## config.mk

```make
export PLATFORM = sky130hd
export DESIGN_NAME = seven_seg_scan_driver
export DESIGN_NICKNAME = d
export VERILOG_FILES = /design/src/rtl/seven_seg_scan_driver_pkg.sv /design/src/rtl/seven_seg_scan_driver_hex_seg_lut.sv /design/src/rtl/seven_seg_scan_driver.sv
export VERILOG_INCLUDE_DIRS = /design/src /design/src/rtl
export SDC_FILE = /design/constraint.sdc
export NUM_CORES = 1
export LEC_CHECK = 0
export ABC_AREA = 1
export CORE_AREA = 5 5 93 95
export CTS_BUF_LIST = sky130_fd_sc_hd__clkbuf_8 sky130_fd_sc_hd__clkbuf_16
export CTS_CLUSTER_DIAMETER = 100
export DETAILED_ROUTE_END_ITERATION = 8
export DIE_AREA = 0 0 98 100
export GPL_ROUTABILITY_DRIVEN = 1
export HOLD_SLACK_MARGIN = 0.03
export PLACE_DENSITY = 0.73
export SLEW_MARGIN = 20
export SYNTH_ARGS = -nofsm -noshare
export SYNTH_HDL_FRONTEND = slang
export SYNTH_SLANG_ARGS = --single-unit
```

## constraint.sdc

```tcl
create_clock -name clk -period 1.8 [get_ports clk]
set_input_delay 0.27 -clock clk [delete_from_list [all_inputs] [get_ports clk]]
set_output_delay 0.27 -clock clk [all_outputs]
set_load 0.005 [all_outputs]
```

## src/rtl/seven_seg_defs.vh

```
// Active-low 7-segment patterns (g..a) and segment bit positions shared by the
// scan driver package.
`ifndef SEVEN_SEG_DEFS_VH
`define SEVEN_SEG_DEFS_VH

`define SEG_PAT_0 7'b1000000
`define SEG_PAT_1 7'b1111001
`define SEG_PAT_2 7'b0100100
`define SEG_PAT_3 7'b0110000
`define SEG_PAT_4 7'b0011001
`define SEG_PAT_5 7'b0010010
`define SEG_PAT_6 7'b0000010
`define SEG_PAT_7 7'b1111000
`define SEG_PAT_8 7'b0000000
`define SEG_PAT_9 7'b0010000
`define SEG_PAT_A 7'b0001000
`define SEG_PAT_B 7'b0000011
`define SEG_PAT_C 7'b1000110
`define SEG_PAT_D 7'b0100001
`define SEG_PAT_E 7'b0000110
`define SEG_PAT_F 7'b0001110

`define SEG_BLANK 8'hFF

`define SEG_BIT_A  0
`define SEG_BIT_B  1
`define SEG_BIT_C  2
`define SEG_BIT_D  3
`define SEG_BIT_E  4
`define SEG_BIT_F  5
`define SEG_BIT_G  6
`define SEG_BIT_DP 7

`endif

```

## src/rtl/seven_seg_scan_driver_pkg.sv

```systemverilog
// Shared types, segment lookup table and helpers for the multiplexed
// 7-segment scan driver.
package seven_seg_scan_driver_pkg;

`include "seven_seg_defs.vh"

  typedef logic [6:0] seg_pat_t;

  localparam logic [7:0] SEG_BLANK_C = `SEG_BLANK;

  // Entry 0 sits at the right-hand end so SEG_HEX[nibble] selects directly.
  localparam logic [15:0][6:0] SEG_HEX = {
    `SEG_PAT_F, `SEG_PAT_E, `SEG_PAT_D, `SEG_PAT_C,
    `SEG_PAT_B, `SEG_PAT_A, `SEG_PAT_9, `SEG_PAT_8,
    `SEG_PAT_7, `SEG_PAT_6, `SEG_PAT_5, `SEG_PAT_4,
    `SEG_PAT_3, `SEG_PAT_2, `SEG_PAT_1, `SEG_PAT_0
  };

  function automatic logic [7:0] seg_compose(input seg_pat_t pat, input logic dp_on);
    logic [7:0] s;
    s = {1'b1, pat};
    s[`SEG_BIT_DP] = ~dp_on;
    return s;
  endfunction

endpackage

```

## src/rtl/seven_seg_scan_driver_hex_seg_lut.sv

```systemverilog
// Combinational hex nibble to active-low g..a segment pattern lookup.
module hex_seg_lut
  import seven_seg_scan_driver_pkg::*;
(
  input  logic [3:0] nib,
  output seg_pat_t   pat
);

  always_comb begin
    pat = SEG_HEX[nib];
  end

endmodule

```

## src/rtl/seven_seg_scan_driver.sv

```systemverilog
// Time-multiplexed common-anode 7-segment driver: one digit per slot, blank
// lead-in per slot, display buffer swapped only at frame boundaries.
module seven_seg_scan_driver
  import seven_seg_scan_driver_pkg::*;
#(
  parameter int NUM_DIGITS   = 4,
  parameter int REFRESH_DIV  = 50000,
  parameter int BLANK_CYCLES = 500
) (
  input  logic                    clk,
  input  logic                    rst,
  input  logic [4*NUM_DIGITS-1:0] Value,
  input  logic [NUM_DIGITS-1:0]   Dp,
  input  logic                    Load,
  input  logic [NUM_DIGITS-1:0]   En_Mask,
  input  logic                    Lz_Sup,
  output logic [7:0]              Seg,
  output logic [NUM_DIGITS-1:0]   An,
  output logic                    Frame_Done
);

  localparam int CNT_W = $clog2(REFRESH_DIV);
  localparam int IDX_W = (NUM_DIGITS > 1) ? $clog2(NUM_DIGITS) : 1;
  localparam logic [CNT_W-1:0] CNT_LAST  = CNT_W'(REFRESH_DIV - 1);
  localparam logic [CNT_W-1:0] CNT_BLANK = CNT_W'(BLANK_CYCLES);
  localparam logic [IDX_W-1:0] IDX_LAST  = IDX_W'(NUM_DIGITS - 1);

  logic [CNT_W-1:0]        cnt;
  logic [IDX_W-1:0]        idx;
  logic [4*NUM_DIGITS-1:0] pend_val;
  logic [4*NUM_DIGITS-1:0] disp_val;
  logic [NUM_DIGITS-1:0]   pend_dp;
  logic [NUM_DIGITS-1:0]   disp_dp;
  logic                    pend_valid;

  logic                    slot_end;
  logic                    frame_end;
  logic [NUM_DIGITS-1:0]   supp;
  logic [3:0]              sel_nib;
  logic                    sel_dp;
  logic                    sel_en;
  logic                    sel_supp;
  logic                    lit;
  logic [NUM_DIGITS-1:0]   an_lit;
  seg_pat_t                sel_pat;

  assign slot_end  = (cnt == CNT_LAST);
  assign frame_end = slot_end && (idx == IDX_LAST);

  always_ff @(posedge clk) begin
    if (rst) begin
      cnt <= '0;
      idx <= '0;
    end else if (slot_end) begin
      cnt <= '0;
      idx <= (idx == IDX_LAST) ? '0 : idx + 1'b1;
    end else begin
      cnt <= cnt + 1'b1;
    end
  end

  // A Load on the boundary cycle bypasses the pending buffer so it is never lost.
  always_ff @(posedge clk) begin
    if (rst) begin
      pend_val   <= '0;
      pend_dp    <= '0;
      pend_valid <= 1'b0;
      disp_val   <= '0;
      disp_dp    <= '0;
    end else if (frame_end) begin
      pend_valid <= 1'b0;
      if (Load) begin
        disp_val <= Value;
        disp_dp  <= Dp;
      end else if (pend_valid) begin
        disp_val <= pend_val;
        disp_dp  <= pend_dp;
      end
    end else if (Load) begin
      pend_val   <= Value;
      pend_dp    <= Dp;
      pend_valid <= 1'b1;
    end
  end

  // Suppression runs down from the most significant digit and stops at the first
  // non-blank digit; digit 0 always shows.
  always_comb begin
    logic run;
    supp = '0;
    run  = Lz_Sup;
    for (int i = NUM_DIGITS - 1; i >= 1; i--) begin
      run     = run && (disp_val[4*i +: 4] == 4'h0) && !disp_dp[i];
      supp[i] = run;
    end
  end

  always_comb begin
    sel_nib  = '0;
    sel_dp   = 1'b0;
    sel_en   = 1'b0;
    sel_supp = 1'b0;
    for (int i = 0; i < NUM_DIGITS; i++) begin
      if (idx == IDX_W'(i)) begin
        sel_nib  = disp_val[4*i +: 4];
        sel_dp   = disp_dp[i];
        sel_en   = En_Mask[i];
        sel_supp = supp[i];
      end
    end
  end

  assign an_lit = ~(NUM_DIGITS'(1) << idx);
  assign lit    = sel_en && !sel_supp && (cnt >= CNT_BLANK);

  hex_seg_lut u_lut (
    .nib (sel_nib),
    .pat (sel_pat)
  );

  always_ff @(posedge clk) begin
    if (rst) begin
      Seg        <= SEG_BLANK_C;
      An         <= '1;
      Frame_Done <= 1'b0;
    end else begin
      Frame_Done <= frame_end;
      if (lit) begin
        Seg <= seg_compose(sel_pat, sel_dp);
        An  <= an_lit;
      end else begin
        Seg <= SEG_BLANK_C;
        An  <= '1;
      end
    end
  end

endmodule

```

Yosys cells after proc, flatten, opt, wreduce, memory -nomap -nowiden

Memory sizes are Yosys's and may differ from the RTL's. A register that Yosys moved wholly into a read port is not among the register bits.
Index checks and enable logic that the tools add are counted.

Logic and storage cells: 68
ROM bits: 112
Flip-flop bits (word level): 72
Output and inout port bits: 13
Memories: 1

Add/subtract/negate cells: 2
Muxes and demuxes: 21
Reductions and logical operators: 23
Shifts and indexed selects: 1
Equal/unequal tests: 4
$lt $le $gt $ge: 2
Bitwise gates (word level): 4

Memory list:

| name             | words | bits a word | rd ports | clocked after memory_dff | wr ports | line                                    | text |
|---|---|---|---|---|---|---|---|
| (name not given) | 16    | 7           | 1        | 1                        | 0        | seven_seg_scan_driver_hex_seg_lut.sv:10 | `pat = SEG_HEX[nib];` |

Operator list:

| operator              | number |
|---|---|
| $mux 16               | 2 |
| $mux 4                | 6 |
| $add 16x1->16 const B | 1 |
| $eq 16x16->1 const B  | 1 |
| $ge 16x9->1 const B   | 1 |
| $logic_not 4->1       | 3 |
| $mux 1                | 11 |
| $logic_and 1x1->1     | 9 |
| $mux 7                | 1 |
| $reduce_or 2->1       | 3 |
| $lt 4x5->1 const B    | 1 |
| $eq 2x2->1 const B    | 2 |
| $logic_not 1->1       | 4 |
| $not 4->4             | 1 |
| $reduce_and 2->1      | 2 |
| $shl 1x2->4 const A   | 1 |
| $not 1->1             | 3 |
| $add 2x1->2 const B   | 1 |
| $eq 2x1->1 const B    | 1 |
| $logic_not 2->1       | 1 |
| $mux 2                | 1 |
| $reduce_bool 2->1     | 1 |

Depth between registers and ports, before layout

Word-level depth: 15
Mapped depth: 13

By module

From an unflattened synthesis, not the netlist that was laid out.

Cells, all modules: 587
Area total of the unflattened synthesis: 3,901.2 um^2

By module, submodules not included:

| module                | cells an instance | area an instance (um^2) | times used |
|---|---|---|---|
| seven_seg_scan_driver | 535               | 3,621.0                 | 1 |
| hex_seg_lut           | 52                | 280.3                   | 1 |

Worst setup path after synthesis

Ideal clock, no wire load.

Path kind: register to register
Start: reg idx[0]
End: reg Seg[0]
Data arrival time: 1.703 ns
Cell stages (with the launch flop): 13
Path buffers: 1
Setup slack: -0.042 ns
Period minus slack after synthesis: 1.842 ns
Setup time: 0.138 ns
Cells stage by stage: dfxtp_1 -> inv_1 -> ha_1 -> buf_2 -> inv_1 -> o211ai_1 -> nand2_1 -> nand2_1 -> ha_1 -> inv_1 -> nand3_1 -> nand3_1 -> nand3_1

Word-level cells in the longest chain between the ends: 9
Elaborated cells between the ends (all ways): 20
Classes of those cells: 3 x eq/ne; 11 x mux; 1 x bitwise; 5 x reduce/logical

Ends and longest elaborated chain:

| item                                                 | line                                                       | text |
|---|---|---|
| start: declaration                                   | seven_seg_scan_driver.sv:29                                | `logic [IDX_W-1:0] idx;` |
| start signal: assignment                             | seven_seg_scan_driver.sv:56                                | `idx <= (idx == IDX_LAST) ? '0 : idx + 1'b1;` |
| $logic_not 2->1 / $eq 2x1->1 (equally long branches) | seven_seg_scan_driver.sv:104                               | `if (idx == IDX_W'(i)) begin` |
| $mux 1 (3 in series)                                 | seven_seg_scan_driver.sv:104                               |  |
| $mux 1 / $logic_not 1->1 (equally long branches)     | seven_seg_scan_driver.sv:104, seven_seg_scan_driver.sv:114 |  |
| $logic_and 1x1->1 (2 in series)                      | seven_seg_scan_driver.sv:114                               | `assign lit = sel_en && !sel_supp && (cnt >= CNT_BLANK);` |
| $not 1->1 (no source line)                           | --                                                         |  |
| $reduce_or 2->1 (no source line)                     | --                                                         |  |
| end: declaration                                     | seven_seg_scan_driver.sv:17                                | `output logic [7:0] Seg,` |

Several ways; a longest one is shown, not always the timed one.
A chain may end at the register's enable or synchronous reset.

Worst setup path after layout

Start: reg idx[1]
End: reg Seg[1]

Same word-level chain as after synthesis.

==> metrics <==
Placed Cells 701; WL per Instance 12.2 um; Final Setup Violations 0; Crit Path Category reg -> reg; CTS Hold Bufs 0; CP required 2.05 ns; pre-CTS WS -0.149 ns; DRT antenna net count 0; core area 7650 um^2; status completed; R2R cell count 11; hold crit path type reg -> reg; Ant. Diodes 0; Die Y 100 um; Initial DRC Count 223; Initial Utilization 48.4%; clock buffer count from CTS 9; Routability Congestion 0.953; DRC Markers 0; Vias/cell 4.95; global-route wire length before repair 14.4 mm; Core Util, Final 61.1%; CTS tree yes; unrepaired setup endpoints after global routing true; final WL 8.85 mm; die area 9800 um^2; number of global-route vias before repair 3348; first-pass detailed-route iteration total 7; fin cells 723; Max-Cap Viols 0; Worst-path clk slew 0.08 ns; largest net degree at the start of global routing 41; top cells by area, synth dfxtp_1 (39%), nand2_1 (17%), nor2_1 (8.6%), inv_1 (6.1%), a21oi_1 (5.0%); Worst Tran Pin Value 0.460 ns; H-tree levels 3; Worst-Skew Late Latency 0.36 ns; share of layout cells above drive strength 1 13.2%; Die W 98 um; final hold slack 0.466 ns; dpl cell area 4280 um^2; RR Startpoint idx[1]; Cells after Synth 559; R2R Setup Slk 0.05 ns; Post-Syn Area per Cell 6.62 um^2; Leak Pwr 1.97 nW; slew margin rel. 69.2%; crit end category flip-flop; Yosys warnings 0; area grow syn2layout 26.3%; Reg2Reg Capture Point Seg[1]; GRT Resource Usage Total 17.7%; final setup margin 0.0524 ns; CP endpoint Seg[1]; Clock Sinks 72; Finished Cell Area 4670 um^2; site row count 32; Power Dens Cells 659 nW/um^2; Synth area leader dfxtp_1; sequential share of the synthesized area 39.0%; Overflow after GRT 0; post-synth top area share 39.0%; FMAX 572 MHz; crit path launch type flip-flop; max-slew violation count 0; Synth cell types 29; syn nets 599; setup TNS 0 ns; initial antenna violation count 0; CP Launch Point idx[1]; synthesis-stage register bit count 72; CP Max Fanout 6; Port Buffers 40; via count 3581; final worst path period share 97.1%; Peak VDD IR 383 uV; total power 3.08 mW; I/O pin cnt 41; post-layout minimum cycle time 1.75 ns; WP data arrival 2.00 ns; Final Hold Viols 0; clk_skew 0.0119 ns; fin nets 656; CTS Buffer Depth 2; DP HPWL 6.10 mm; synthesized cell area 3700 um^2; CTS root buf clkbuf_8
==> layout make-up <==
cell class | count | area, um^2
Clock inverter | 5 | 32.5
Clock buffer | 11 | 151
Tap cell | 102 | 128
Timing Repair Buffer | 69 | 626
Inverter | 60 | 233
Fill cell | 679 | 2980
Sequential cell | 72 | 1450
Multi-Input combinational cell | 404 | 2050
==> layout by cell type, fill, tap and decap left out, types with 3 or more instances in the layout <==
| cell | instances |
|---|---|
| clkbuf_8 | 11 |
| clkdlybuf4s50_1 | 40 |
| a21oi_1 | 36 |
| inv_2 | 4 |
| dfxtp_1 | 70 |
| o21ai_0 | 22 |
| nand3_2 | 4 |
| nor2_1 | 85 |
| ha_4 | 5 |
| inv_1 | 54 |
| nand2_2 | 6 |
| xor2_1 | 5 |
| inv_4 | 3 |
| nand3_1 | 29 |
| ha_1 | 5 |
| nand2_4 | 3 |
| nand4_1 | 22 |
| buf_4 | 27 |
| nor3b_1 | 3 |
| nand2_1 | 162 |
==> worst min path at each step <==
stage | start | to | slack (ns) | cells past startpoint
3_5_place_dp | cnt[0] | cnt[0] | 0.46 | 1
3_3_place_gp | cnt[0] | cnt[0] | 0.45 | 1
2_1_floorplan | Dp[0] | pend_dp[0] | 0.40 | 2
6_report | disp_val[12] | disp_val[12] | 0.47 | 2
4_1_cts | disp_val[12] | disp_val[12] | 0.47 | 2
5_1_grt | disp_val[12] | disp_val[12] | 0.49 | 2
==> sequential cells by signal, indices dropped and copies added (netlist names), 2 cells and up <==
signal,cells
An,4
Seg,8
cnt,16
disp_dp,4
disp_val,16
idx,2
pend_dp,4
pend_val,16
==> Yosys cell counts (all sizes together) <==
cell,number
nor2,87
a21boi,1
dfxtp,72
o21ai,22
nor3,2
ha,12
clkbuf,12
nand3b,1
nand4,22
buf,13
nand2,172
nand3,33
a21oi,39
inv,60
xor2,5
nor4,1
nor3b,3
or2,1
o211ai,1
==> power breakdown <==
part / internal, mW / leakage (nW) / switching [mW]
logic: 0.109 / 1.29 / 0.144
registers: 1.63 / 0.588 / 0.0127
clock network: 0.570 / 0.0927 / 0.614
total: 2.31 / 1.97 / 0.771
==> critical path: stages, from the launching register on <==
cell	delay, ns
dfxtp_4	0.37
buf_4	0.14
ha_4	0.17
inv_2	0.07
o211ai_1	0.09
nand2_1	0.12
nand2_4	0.09
ha_1	0.30
nand2_1	0.10
nor2_1	0.05
nor2_1	0.09
nand2_1	0.05
==> cell families after synthesis <==
logic type / Yosys count / share of synthesized area (%)
AOI/OAI and AO/OA: 63 / 9.06
xor gates and xnor gates: 5 / 1.18
adders and majority gates: 12 / 4.06
buffers and inverters: 85 / 9.91
DFF: 72 / 39.0
and+or+nand+nor: 322 / 36.8
==> metal layers <==
| layer | global-route usage, % | wire (um) | vias to the layer above |
|---|---|---|---|
| li1 | - | - | 1877 |
| met1 | 22.1 | 4020 | 1571 |
| met2 | 28.3 | 4040 | 107 |
| met3 | 4.52 | 490 | 26 |
| met4 | 9.37 | 298 | 0 |
| met5 | 0 | 0 | - |
==> repair_timing <==
item	CTS	global route
setup buffers	1	3
resized for setup	7	34
endpoints found under the setup margin	9	48
hold endpoints to repair	0	0
gates cloned	0	2
pin swaps	1	10
Note: power is estimated with default switching activity, not from simulation.
